## config.mk

```make
export PLATFORM = sky130hd
export DESIGN_NAME = nonce_dispatch_ctrl
export DESIGN_NICKNAME = d
export VERILOG_FILES = /design/src/rtl/nonce_dispatch_ctrl.sv
export SDC_FILE = /design/constraint.sdc
export NUM_CORES = 1
export LEC_CHECK = 0
export ABC_CLOCK_PERIOD_IN_PS = 10100
export BUFFER_PORTS_ARGS = -buffer_cell sky130_fd_sc_hd__buf_4
export CELL_PAD_IN_SITES_DETAIL_PLACEMENT = 0
export CELL_PAD_IN_SITES_GLOBAL_PLACEMENT = 1
export CORE_MARGIN = 2
export CORE_UTILIZATION = 42
export DETAILED_ROUTE_END_ITERATION = 8
export PLACE_DENSITY_LB_ADDON = 0.3
export REMOVE_ABC_BUFFERS = 1
export SETUP_SLACK_MARGIN = 0.02
export SLEW_MARGIN = 20
export SYNTH_ARGS = -nofsm -noshare
export SYNTH_HDL_FRONTEND = slang
export SYNTH_SLANG_ARGS = --single-unit
```

## constraint.sdc

```tcl
create_clock -name sec_tick_clk -period 10.1 [get_ports sec_tick_clk]
set_input_delay 1.01 -clock sec_tick_clk [delete_from_list [all_inputs] [get_ports sec_tick_clk]]
set_output_delay 1.01 -clock sec_tick_clk [all_outputs]
set_load 0.05 [all_outputs]
```

## src/rtl/nonce_dispatch_ctrl.sv

```systemverilog
// Nonce lane scheduler: dispatches NUM_ENG nonce lanes per batch, collects results, rolls time/version.
// Optional WAIT_RETRY_EN: WAIT watchdog re-dispatches the same batch after WAIT_TIMEOUT cycles.
module nonce_dispatch_ctrl #(
  parameter int unsigned NUM_ENG       = 3,
  parameter int unsigned TIME_ROLL_MAX = 8,
  parameter int unsigned WAIT_TIMEOUT  = 16
) (
  input  logic                   sec_tick_clk,
  input  logic                   rst,
  input  logic                   job_valid,
  output logic                   job_ready,
  input  logic [31:0]            job_time,
  input  logic [31:0]            job_nonce,
  input  logic                   sec_tick,
  output logic                   eng_start,
  output logic [NUM_ENG*32-1:0]  eng_nonce,
  output logic [31:0]            eng_time,
  input  logic [NUM_ENG-1:0]     eng_done,
  input  logic [NUM_ENG-1:0]     eng_found,
  output logic                   found_valid,
  output logic [((NUM_ENG > 1) ? $clog2(NUM_ENG) : 1)-1:0] found_eng,
  output logic [31:0]            found_nonce,
  output logic [31:0]            found_time,
  input  logic                   found_ack,
  output logic                   inc_vrn_flg,
  output logic                   busy
);

  localparam int unsigned EW = (NUM_ENG > 1) ? $clog2(NUM_ENG) : 1;
  localparam int unsigned RW = $clog2(TIME_ROLL_MAX + 1);

  typedef enum logic [2:0] {
    S_IDLE, S_LOAD, S_DISPATCH, S_WAIT, S_ADVANCE, S_FOUND, S_VROLL
  } state_e;

  function automatic logic [31:0] swap32(input logic [31:0] v);
    return {v[7:0], v[15:8], v[23:16], v[31:24]};
  endfunction

  state_e                 state_q;
  logic [31:0]            base_le_q;
  logic [31:0]            time_q;
  logic [RW-1:0]          roll_cnt_q;
  logic                   tick_pend_q;
  logic [NUM_ENG-1:0]     done_mask_q;
  logic                   job_ready_q;
  logic                   eng_start_q;
  logic [NUM_ENG*32-1:0]  eng_nonce_q;
  logic [31:0]            eng_time_q;
  logic                   found_valid_q;
  logic [EW-1:0]          found_eng_q;
  logic [31:0]            found_nonce_q;
  logic [31:0]            found_time_q;
  logic                   inc_vrn_q;
  logic                   busy_q;
`ifdef WAIT_RETRY_EN
  localparam int unsigned WW = $clog2(WAIT_TIMEOUT + 1);
  logic [WW-1:0]          wd_q;
`endif

  logic [NUM_ENG-1:0]     found_now;
  logic [NUM_ENG-1:0]     mask_d;
  logic [EW-1:0]          win_idx_d;
  logic [31:0]            win_nonce_d;
  logic                   hit;
  logic [32:0]            base_sum_d;
  logic [RW-1:0]          roll_d;
  logic [31:0]            time_inc_d;

  always_comb begin
    found_now   = eng_done & eng_found;
    mask_d      = done_mask_q | eng_done;
    win_idx_d   = '0;
    win_nonce_d = eng_nonce_q[31:0];
    hit         = 1'b0;
    for (int unsigned i = 0; i < NUM_ENG; i++) begin
      if (found_now[i] && !hit) begin
        hit         = 1'b1;
        win_idx_d   = EW'(i);
        win_nonce_d = eng_nonce_q[32*i +: 32];
      end
    end
    // Carry out of bit 31 means the next stride would pass 32'hFFFF_FFFF.
    base_sum_d = {1'b0, base_le_q} + 33'(NUM_ENG);
    roll_d     = roll_cnt_q + 1'b1;
    time_inc_d = swap32(swap32(time_q) + 32'd1);
  end

  always_ff @(posedge sec_tick_clk or posedge rst) begin
    if (rst) begin
      state_q       <= S_IDLE;
      base_le_q     <= '0;
      time_q        <= '0;
      roll_cnt_q    <= '0;
      tick_pend_q   <= 1'b0;
      done_mask_q   <= '0;
      job_ready_q   <= 1'b1;
      eng_start_q   <= 1'b0;
      eng_nonce_q   <= '0;
      eng_time_q    <= '0;
      found_valid_q <= 1'b0;
      found_eng_q   <= '0;
      found_nonce_q <= '0;
      found_time_q  <= '0;
      inc_vrn_q     <= 1'b0;
      busy_q        <= 1'b0;
`ifdef WAIT_RETRY_EN
      wd_q          <= '0;
`endif
    end else begin
      eng_start_q <= 1'b0;
      tick_pend_q <= tick_pend_q | sec_tick;
      case (state_q)
        S_IDLE, S_VROLL: begin
          if (job_valid) begin
            base_le_q   <= swap32(job_nonce);
            time_q      <= job_time;
            roll_cnt_q  <= '0;
            inc_vrn_q   <= 1'b0;
            job_ready_q <= 1'b0;
            busy_q      <= 1'b1;
            state_q     <= S_LOAD;
          end
        end
        S_LOAD: begin
          for (int unsigned i = 0; i < NUM_ENG; i++)
            eng_nonce_q[32*i +: 32] <= swap32(base_le_q + 32'(i));
          eng_time_q <= time_q;
          state_q    <= S_DISPATCH;
        end
        S_DISPATCH: begin
          eng_start_q <= 1'b1;
          done_mask_q <= '0;
`ifdef WAIT_RETRY_EN
          wd_q        <= '0;
`endif
          state_q     <= S_WAIT;
        end
        S_WAIT: begin
          done_mask_q <= mask_d;
          if (|found_now) begin
            found_valid_q <= 1'b1;
            found_eng_q   <= win_idx_d;
            found_nonce_q <= win_nonce_d;
            found_time_q  <= eng_time_q;
            state_q       <= S_FOUND;
          end else if (&mask_d) begin
            state_q <= S_ADVANCE;
          end
`ifdef WAIT_RETRY_EN
          else if (wd_q == WW'(WAIT_TIMEOUT - 1)) begin
            state_q <= S_DISPATCH;
          end else begin
            wd_q <= wd_q + 1'b1;
          end
`endif
        end
        S_ADVANCE: begin
          // A tick landing this very cycle stays pending for the next batch.
          tick_pend_q <= sec_tick;
          if (base_sum_d[32]) begin
            base_le_q  <= '0;
            time_q     <= time_inc_d;
            roll_cnt_q <= roll_d;
            if (roll_d == RW'(TIME_ROLL_MAX)) begin
              inc_vrn_q   <= 1'b1;
              job_ready_q <= 1'b1;
              busy_q      <= 1'b0;
              state_q     <= S_VROLL;
            end else begin
              state_q <= S_LOAD;
            end
          end else begin
            base_le_q <= base_sum_d[31:0];
            if (tick_pend_q) time_q <= time_inc_d;
            state_q <= S_LOAD;
          end
        end
        S_FOUND: begin
          if (found_ack) begin
            found_valid_q <= 1'b0;
            job_ready_q   <= 1'b1;
            busy_q        <= 1'b0;
            state_q       <= S_IDLE;
          end
        end
        default: state_q <= S_IDLE;
      endcase
    end
  end

  assign job_ready   = job_ready_q;
  assign eng_start   = eng_start_q;
  assign eng_nonce   = eng_nonce_q;
  assign eng_time    = eng_time_q;
  assign found_valid = found_valid_q;
  assign found_eng   = found_eng_q;
  assign found_nonce = found_nonce_q;
  assign found_time  = found_time_q;
  assign inc_vrn_flg = inc_vrn_q;
  assign busy        = busy_q;

endmodule

```

; ---- After elaboration in Yosys (flattened, before gate mapping)
; Cells that the tools add are included.
[totals]
register_bits = 274
inputBits = 75
output_inout_bits = 199
word_cells = 97
[classes]
n_addsub = 5
n_eq_ne = 14
mux = 39
bitwise = 3
reduce_logical = 20
[ops]
columns = cell, n
row1 = 32-bit two-way mux, 7
row2 = 32-bit case mux with 2 select lines, 2
row3 = 32-bit by 1-bit adder with 32-bit output (second input constant), 2
row4 = 32-bit by 2-bit adder with 33-bit output (second input constant), 1
row5 = 32-bit by 2-bit adder with 32-bit output (second input constant), 1
row6 = 3-bit two-way mux, 6
row7 = 3-bit case mux with 6 select lines, 1
row8 = 3-bit AND reduction, 5
row9 = 1-bit two-way mux, 14
row10 = 2-bit inequality test (second input constant), 5
row11 = 3-bit == test (second input constant), 3
row12 = 4-bit two-way mux, 2
row13 = 4-bit case mux with 2 select lines, 1
row14 = 3-bit by 2-bit == test with 1-bit output (second input constant), 2
row15 = 3-bit inequality test (second input constant), 2
row16 = 1-bit case mux with 3 select lines, 2
row17 = 3-bit case mux with 2 select lines, 1
row18 = 2-bit nonzero test, 3
row19 = 5-bit AND reduction, 1
row20 = 4-bit by 1-bit adder with 4-bit output (second input constant), 1
row21 = 4-bit == test (second input constant), 1
row22 = 1-bit case mux with 2 select lines, 2
row23 = 2-bit AND reduction, 2
row24 = 4-bit AND reduction, 1
row25 = other kinds (11), 13

; ---- Longest topological paths before layout
; Gate-level depths: netlist (run 1).
[logic_depth]
ltp_word = 8
depth_mapped = 11
ltp_nobuf = 8

; ---- Least setup slack after synthesis (run 1)
; Ideal clock, no wire load.
[synth_path]
path_type = input port to flip-flop
from = in eng_done[1]
to = reg found_nonce_q[0] (netlist: found_nonce[0])
arrival_time_ns = 2.322
slack_ns = 7.644
path_stages = 7
path_buffers = 1
cell_sequence = nand2_1 > a21oi_1 > clkbuf_1 > mux2i_1 > nor2_1 > a21oi_1 > o21ai_0
[synth_via]
elab_chain_len = 6
word_cells_on_any_way = 9
classes_between = mux (3) / bitwise (1) / reduce/logical (5)
[synth_lines]
columns = element, line
row1 = start: declaration, 18  ; input logic [NUM_ENG-1:0] eng_done,
row2 = 3-bit bitwise AND (*), 71  ; found_now = eng_done & eng_found;
row3 = 1-bit logical AND, 77  ; if (found_now[i] && !hit) begin
row4 = 1-bit two-way mux, 77
row5 = 1-bit logical NOT, 77
row6 = 1-bit logical AND, 77
row7 = 32-bit two-way mux, 77
row8 = end signal: assignment, 144  ; found_nonce_q <= win_nonce_d;
row9 = end: declaration, 52  ; logic [31:0] found_nonce_q;
; Every way passes the cells marked *; elsewhere a longest branch is shown, timed or not.
; A chain may end at the register's enable or synchronous reset.

; ---- Final worst setup path (run 1)
[layout_path]
from = reg base_le_q[0]
to = reg time_q[27]
[layout_via]
elab_chain_len = 3
word_cells_on_any_way = 5
classes_between = add/sub (1) / eq/ne (1) / mux (2) / reduce/logical (1)
[layout_lines]
columns = element, line
row1 = start: declaration, 41  ; logic [31:0] base_le_q;
row2 = start signal: assignment, 116  ; base_le_q <= swap32(job_nonce);
row3 = start signal: assignment, 174  ; base_le_q <= base_sum_d[31:0];
row4 = 32-bit by 2-bit adder with 33-bit output (*), 84  ; base_sum_d = {1'b0, base_le_q} + 33'(NUM_ENG);
row5 = 3-bit inequality test (no line) / 32-bit two-way mux (equally long branches), --
row6 = 3-bit AND reduction (no line) / 32-bit case mux with 2 select lines (equally long branches), --
row7 = end signal: assignment, 117  ; time_q <= job_time;
row8 = end signal: assignment, 163  ; time_q <= time_inc_d;
row9 = end signal: assignment, 175  ; if (tick_pend_q) time_q <= time_inc_d;
row10 = end: declaration, 42  ; logic [31:0] time_q;
; Marks and branches as above.

==> results of run 1 <==
[power groups by stage]
stage | clock (uW) | combinational, uW | sequential, uW
finish | 1300 | 3290 | 2170
global route | 1370 | 3560 | 2250
CTS | 1330 | 3320 | 2170
detailed placement | 0 | 3310 | 2180
global placement | 0 | 3270 | 2160
floorplan | 0 | 1150 | 3250
[worst reg2reg max path, stage by stage (launching register included)]
cell,delay [ns]
dfrtp_1,0.51
inv_1,0.22
ha_1,0.27
nand3b_1,0.26
nor4_1,0.39
and3_1,0.46
o21a_1,0.19
buf_4,0.37
o21ai_0,0.18
o2bb2ai_1,0.16
[how the worst min path moves through the flow]
stage                       end  cells after the start
floorplan           tick_pend_q                      1
global route        tick_pend_q                      1
finish              tick_pend_q                      1
CTS                 tick_pend_q                      1
detailed placement  tick_pend_q                      1
global placement    tick_pend_q                      1
[routing by layer]
metal  global-route usage  up-vias
li1                     -     5557
met5                    0        -
met2                0.389      328
met3               0.0594       59
met1                0.297     5519
met4               0.0611        0
[cells in the mapped netlist, drive strengths merged (5+ instances only)]
master,instances,area (um2)
and4,8,70.1
nand4,18,134
ha,6,75.1
mux2,33,372
clkbuf,84,315
nand2,371,1390
o22ai,17,106
a2bb2oi,9,78.8
or2,5,31.3
nor2,101,379
a31oi,9,56.3
dfrtp,272,6810
and3,5,31.3
xor2,31,272
o21ai,163,816
inv,16,60.1
and2,7,43.8
or4,7,57.6
or3,10,62.6
nor4,12,81.3
buf,33,186
nor3,15,75.1
a21o,5,37.5
a21oi,90,450
o22a,5,43.8
a22oi,5,37.5
mux2i,33,330
nand3,45,225
xnor2,41,359
nand2b,6,37.5
[state kept, by name (all words and copies together) (netlist names)]
name,count
tick_pend_q,1
job_ready,1
roll_cnt_q,4
found_eng,2
eng_nonce,95
found_nonce,32
eng_time,32
busy,1
eng_start,1
state_q,3
done_mask_q,3
inc_vrn_flg,1
found_time,32
base_le_q,32
found_valid,1
time_q,32
[per-stage QoR]
step	hold slack, ns	util	power [uW]	setup WS, ns	instances
2_1_floorplan	0.443	-	4390	1.57	1391
3_3_place_gp	0.462	0.496	5430	6.77	2077
3_5_place_dp	0.465	0.496	5490	6.87	2077
4_1_cts	0.476	0.534	6810	6.94	2133
5_1_grt	0.496	0.534	7180	6.67	2133
6_report	0.473	0.534	6750	6.93	2134
[kinds of logic after synthesis]
kind of cell    after synthesis
flops                       273
fa+ha+maj                     6
mux                          66
xor+xnor                     72
compound gates              340
buf+inv                     133
simple gates                618
[area by class of cell]
type,count,area [um2],share of cell area
clock inverter,7,160,0.00950
inverter,16,67.6,0.00401
clock buffer,49,1040,0.0617
sequential,273,6830,0.405
antenna,1,2.50,0.000148
multi-input combinational,1102,6110,0.362
timing repair buffer,284,2140,0.127
tap,402,503,0.0298
==> key figures, run 1 <==
Min path
  – HP Start: tick_pend_q
  – Worst hold path type: reg2reg

Worst setup path
  – Slowest CP cell: dfrtp_1
  – Critical path arrival: 3.52 ns
  – Req. time, crit path: 10.45 ns
  – CP Cell Sequence: inv_1, ha_1, nand3b_1, nor4_1, and3_1, o21a_1, buf_4, o21ai_0, o2bb2ai_1
  – CP Buf/Inv Count: 2
  – Crit Path Class: reg2reg
  – Reg-to-Reg Start: base_le_q[0]
  – Critical-path maximum fanout: 40
  – Crit. End Element: flip-flop
  – FF-to-FF setup slack: 6.93 ns
  – Cell family with most CP delay: simple AND/OR/NAND/NOR gates
  – Critical Path Sink: time_q[27]
  – CP max stage delay: 0.51 ns
  – Reg2Reg Depth: 9
  – Crit path from: base_le_q[0]
  – Worst path depth: 9
  – Crit start category: flip-flop
  – Worst reg2reg endpoint: time_q[27]

Final layout
  – # fillers: 2957
  – Final Cell Area: 16900 um2
  – Nets@finish: 1792
  – Commonest non-fill, non-tap cell in the layout: nand2_1
  – Fraction of layout cells with a size suffix above 1: 0.228
  – Commonest cells after routing, fill and taps aside: 370 x nand2_1, 283 x buf_4, 272 x dfrtp_1, 161 x o21ai_0, 98 x nor2_1
  – Layout overhead on the synthesized area: 25.6%

Routing
  – Met3 WL post-DR: 2.78 mm
  – DR vias: 11500
  – Vias/cell: 5.37
  – Post-route DRC: 0
  – DR top layer: met4
  – WL met2: 18.5 mm
  – Initial DRT Pass Iterations: 6
  – Iteration-0 DRC Markers: 684
  – Antenna viol nets, final: 0
  – WL final: 38.5 mm
  – Drt wl/cell: 18.0 um
  – Met1 WL: 16.4 mm

Timing
  – Setup Skew: 0.0217 ns
  – Relative slew slack: 0.286
  – Final Max Tran Viols: 0
  – Fin crit share: 0.314
  – Final hold violations: 0
  – Worst-Margin Slew: 1.07 ns
  – Unrepaired setup endpoints after global routing: no
  – Setup violations, final: 0
  – Setup_tns: 0 ns
  – F_max: 0.316 GHz
  – Crit path time final: 3.17 ns

Clock network
  – Root buffer cell: clkbuf_16
  – Max clock buf depth: 3
  – H-tree depth: 2
  – Clk slew on worst S/H paths: 0.07 ns
  – Clock sink count: 273
  – Post-CTS Setup Repair Bufs: 0
  – CTS tree: yes
  – Inserted Clock Buffers: 34
  – CTS resizes: 0
  – Post-cts hold buffer count: 0
  – Worst skew pair latency: 0.51 ns

Power
  – Psw: 3290 uW
  – Cell Int Power: 3470 uW
  – Combinational Power Share: 0.487
  – P per Cell Area: 401 nW/um2
  – Clock power share: 0.192
  – Leakage power: 0.00761 uW
  – Sw frac: 0.486
  – Max VDD drop: 0.232 mV
  – Seq pwr share: 0.321

Global route
  – Gr ovfl total: 0
  – Vias in the first global route: 11400
  – Pin count of the biggest net entering global routing: 168
  – Initial antenna violation count: 1
  – GRT Total Usage: 0.231
  – First-pass GRT wire length: 61.7 mm

Floorplanning
  – Die width: 183 um
  – Starting Density: 0.425
  – I/O pins: 274
  – CORE AREA: 31600 um2
  – Die Ht: 183 um
  – Die outline area: 33400 um2
  – Row count: 65

Placed design
  – # port buffers: 273
  – GPL Wtd Cong: 0.881
  – DP Area: 15600 um2
  – Post-DP HPWL: 26.2 mm

Synth
  – Area of the mapped netlist: 13400 um2
  – Multiplexer share of the synthesized area: 0.0523
  – FF+latch count, synth: 273
  – Synth cell types: 58
  – Sequential element share of the synthesized area: 0.509
  – Asr flop ratio synth: 1.00
  – Compound-gate portion of the synthesized area: 0.145
  – Post-synthesis adder-cell area fraction: 0.00559
  – Post-synth top flop: dfrtp_1
  – Post-synth EDFFs: 0
  – Mapped Cells: 1508
  – XOR/XNOR Fraction of Synth Area: 0.0470
  – Largest family of logic cells by synthesized area: simple AND/OR/NAND/NOR gates
  – Synth Area in Simple Gates: 0.200
  – Yosys Warn Count: 0
  – Avg Inst Size Synth: 8.90 um2

Run
  – Max capacitance violation total: 0

Run status
  – Status: finished clean
Note: power is estimated with default switching activity, not from simulation.
==> run 2: changes to the inputs <==
--- a/config.mk
+++ b/config.mk
@@ -5,12 +5,12 @@
 export SDC_FILE = /design/constraint.sdc
 export NUM_CORES = 1
 export LEC_CHECK = 0
-export ABC_CLOCK_PERIOD_IN_PS = 10100
+export ABC_CLOCK_PERIOD_IN_PS = 2800
 export BUFFER_PORTS_ARGS = -buffer_cell sky130_fd_sc_hd__buf_4
 export CELL_PAD_IN_SITES_DETAIL_PLACEMENT = 0
 export CELL_PAD_IN_SITES_GLOBAL_PLACEMENT = 1
 export CORE_MARGIN = 2
-export CORE_UTILIZATION = 42
+export CORE_UTILIZATION = 38
 export DETAILED_ROUTE_END_ITERATION = 8
 export PLACE_DENSITY_LB_ADDON = 0.3
 export REMOVE_ABC_BUFFERS = 1
==> constraint.sdc (replaced) <==
create_clock -name sec_tick_clk -period 2.8 [get_ports sec_tick_clk]
set_input_delay 0.28 -clock sec_tick_clk [delete_from_list [all_inputs] [get_ports sec_tick_clk]]
set_output_delay 0.28 -clock sec_tick_clk [all_outputs]
set_load 0.05 [all_outputs]
==> key figures, run 2 (synthesized netlist as in run 1, its figures left out) <==
Run status
  – Status: finished clean

Worst setup path
  – FF-to-FF setup slack: 0.21 ns (-6.72 ns)
  – Crit. End Element: flip-flop
  – Critical path arrival: 3.01 ns (-0.51 ns)
  – Critical-path maximum fanout: 11 (-73%)
  – Reg2Reg Depth: 9 (unchanged)
  – Crit start category: flip-flop
  – Worst reg2reg endpoint: base_le_q[30]
  – Reg-to-Reg Start: base_le_q[1]
  – Req. time, crit path: 3.22 ns (-7.23 ns)
  – Crit Path Class: reg2reg

Clock network
  – H-tree depth: 2 (unchanged)
  – Max clock buf depth: 3 (unchanged)
  – Worst skew pair latency: 0.51 ns (about the same)
  – Root buffer cell: clkbuf_16
  – CTS tree: yes
  – Clock sink count: 273 (unchanged)
  – CTS resizes: 0 (unchanged)
  – Inserted Clock Buffers: 34 (unchanged)
  – Clk slew on worst S/H paths: 0.06 ns (about the same)

Min path
  – HP Start: job_nonce[21]
  – Hold Path Depth: 3 (+2)
  – WHS Endpoint: base_le_q[13]
  – Worst hold path type: in2reg

Timing
  – Crit path time final: 2.59 ns (-0.580 ns)
  – F_max: 0.386 GHz (+22%)
  – Unrepaired setup endpoints after global routing: no
  – Setup violations, final: 0 (unchanged)
  – Setup Skew: 0.0101 ns (-0.0116 ns)
  – Relative slew slack: 0.459 (+0.173)
  – Worst-Margin Slew: 0.809 ns (-0.261 ns)
  – Final Max Tran Viols: 0 (unchanged)
  – Fin crit share: 0.924 (+0.611)
  – Final hold violations: 0 (unchanged)
  – Setup_tns: 0 ns (unchanged)

Power
  – Sw frac: 0.488 (+0.00197)
  – Psw: 12000 uW (+270%)
  – Seq pwr share: 0.309 (-0.012)
  – Max VDD drop: 0.839 mV (+260%)
  – Leakage power: 0.00792 uW (+4.0%)
  – P per Cell Area: 1410 nW/um2 (+250%)
  – Clock power share: 0.181 (-0.011)
  – Combinational Power Share: 0.510 (+0.023)
  – Cell Int Power: 12600 uW (+260%)

Floorplanning
  – Starting Density: 0.388 (-0.0378)
  – Die width: 192 um (+5.0%)
  – Die Ht: 192 um (+5.0%)
  – Die outline area: 36900 um2 (+10%)
  – Row count: 68 (+4.6%)
  – I/O pins: 274 (unchanged)
  – CORE AREA: 34600 um2 (+9.7%)

Final layout
  – Multi-input logic area: 6100 um2 (-0.10%)
  – Commonest cells after routing, fill and taps aside: 370 x nand2_1, 325 x buf_4, 272 x dfrtp_1, 161 x o21ai_0, 98 x nor2_1
  – Layout overhead on the synthesized area: 30.0%
  – Largest register FFs: 95 (unchanged)
  – Fin cells: 2253 (+5.6%)
  – Nets@finish: 1855 (+3.5%)
  – Commonest non-fill, non-tap cell in the layout: nand2_1
  – Final Cell Area: 17500 um2 (+3.5%)
  – Register Area: 6830 um2 (unchanged)
  – # fillers: 3274 (+11%)
  – Fraction of layout cells with a size suffix above 1: 0.247 (+0.0190)
  – Util after Layout: 0.504 (-0.0303)

Run
  – Max capacitance violation total: 0 (unchanged)

Placed design
  – GPL Wtd Cong: 0.898 (+1.8%)
  – Placed cell count: 2179 (+4.9%)
  – # port buffers: 273 (unchanged)
  – Post-DP HPWL: 29.5 mm (+12%)
  – DP Area: 16200 um2 (+3.3%)

Global route
  – Pin count of the biggest net entering global routing: 75 (-55%)
  – First-pass GRT wire length: 64.4 mm (+4.4%)
  – Gr ovfl total: 0 (unchanged)
  – Vias in the first global route: 11500 (+1.1%)
  – Initial antenna violation count: 2 (+1)
  – GRT Total Usage: 0.222 (-0.00835)

Routing
  – DR vias: 11700 (+2.2%)
  – WL met2: 19.2 mm (+4.0%)
  – Met1 WL: 18.0 mm (+9.9%)
  – Iteration-0 DRC Markers: 591 (-14%)
  – Post-route DRC: 0 (unchanged)
  – WL final: 41.2 mm (+7.1%)
  – Drt wl/cell: 18.3 um (+1.4%)
  – Met3 WL post-DR: 2.67 mm (-3.9%)
  – Antenna viol nets, final: 0 (unchanged)
  – Vias/cell: 5.20 (-3.2%)
  – DR top layer: met4
  – Initial DRT Pass Iterations: 6 (unchanged)
[run 2: metal layers]
metal,vias up,GRT usage
li1,5692,-
met1,5623,0.292
met2,323,0.363
met3,74,0.0512
met4,0,0.0749
met5,-,0
[run 2: what timing repair did]
action	in CTS	in global routing
buffers inserted	0	0
hold buffers	14	0
endpoints found under the hold margin	78	0
[run 2: worst max path at each step]
stage	start	endpoint	slack, ns	depth (start not counted)
2_1_floorplan	rst	base_le_q[0]	-5.00	1
4_1_cts	base_le_q[1]	base_le_q[30]	0.23	9
3_5_place_dp	base_le_q[1]	base_le_q[30]	0.29	9
5_1_grt	base_le_q[1]	base_le_q[30]	0.06	9
3_3_place_gp	base_le_q[14]	base_le_q[25]	0.36	6
6_report	base_le_q[1]	base_le_q[30]	0.21	9
[run 2: cell type report]
cell class                 count  share of cell area
multi-input combinational   1102               0.350
sequential                   273               0.392
antenna                        2            0.000287
tap                          455              0.0326
clock inverter                 8             0.00516
timing repair buffer         347               0.157
inverter                      16             0.00387
clock buffer                  50              0.0599
[run 2: power groups by stage]
stage / Clock (uW) / Sequential [uW] / Combinational [uW]
after global routing: 4710 / 7880 / 13500
final: 4440 / 7600 / 12500
after global placement: 0 / 7600 / 12500
after CTS: 4560 / 7610 / 12600
after floorplan: 0 / 11700 / 4130
after detailed placement: 0 / 7650 / 12600
[run 2: through the flow]
step	hold slack, ns	worst slack [ns]	power, uW
after floorplan	0.372	-5.00	15900
after global placement	0.386	0.355	20100
after detailed placement	0.388	0.292	20300
after CTS	0.000703	0.232	24800
after global routing	0.0133	0.0613	26100
final	0.0102	0.211	24600
[run 2: critical path: stages (launching register included)]
cell	delay, ns
dfrtp_1	0.37
inv_1	0.10
ha_1	0.21
nand3b_1	0.24
nor4_1	0.12
and3_1	0.26
buf_4	0.17
nor2_1	0.61
o311ai_0	0.27
o211ai_1	0.15
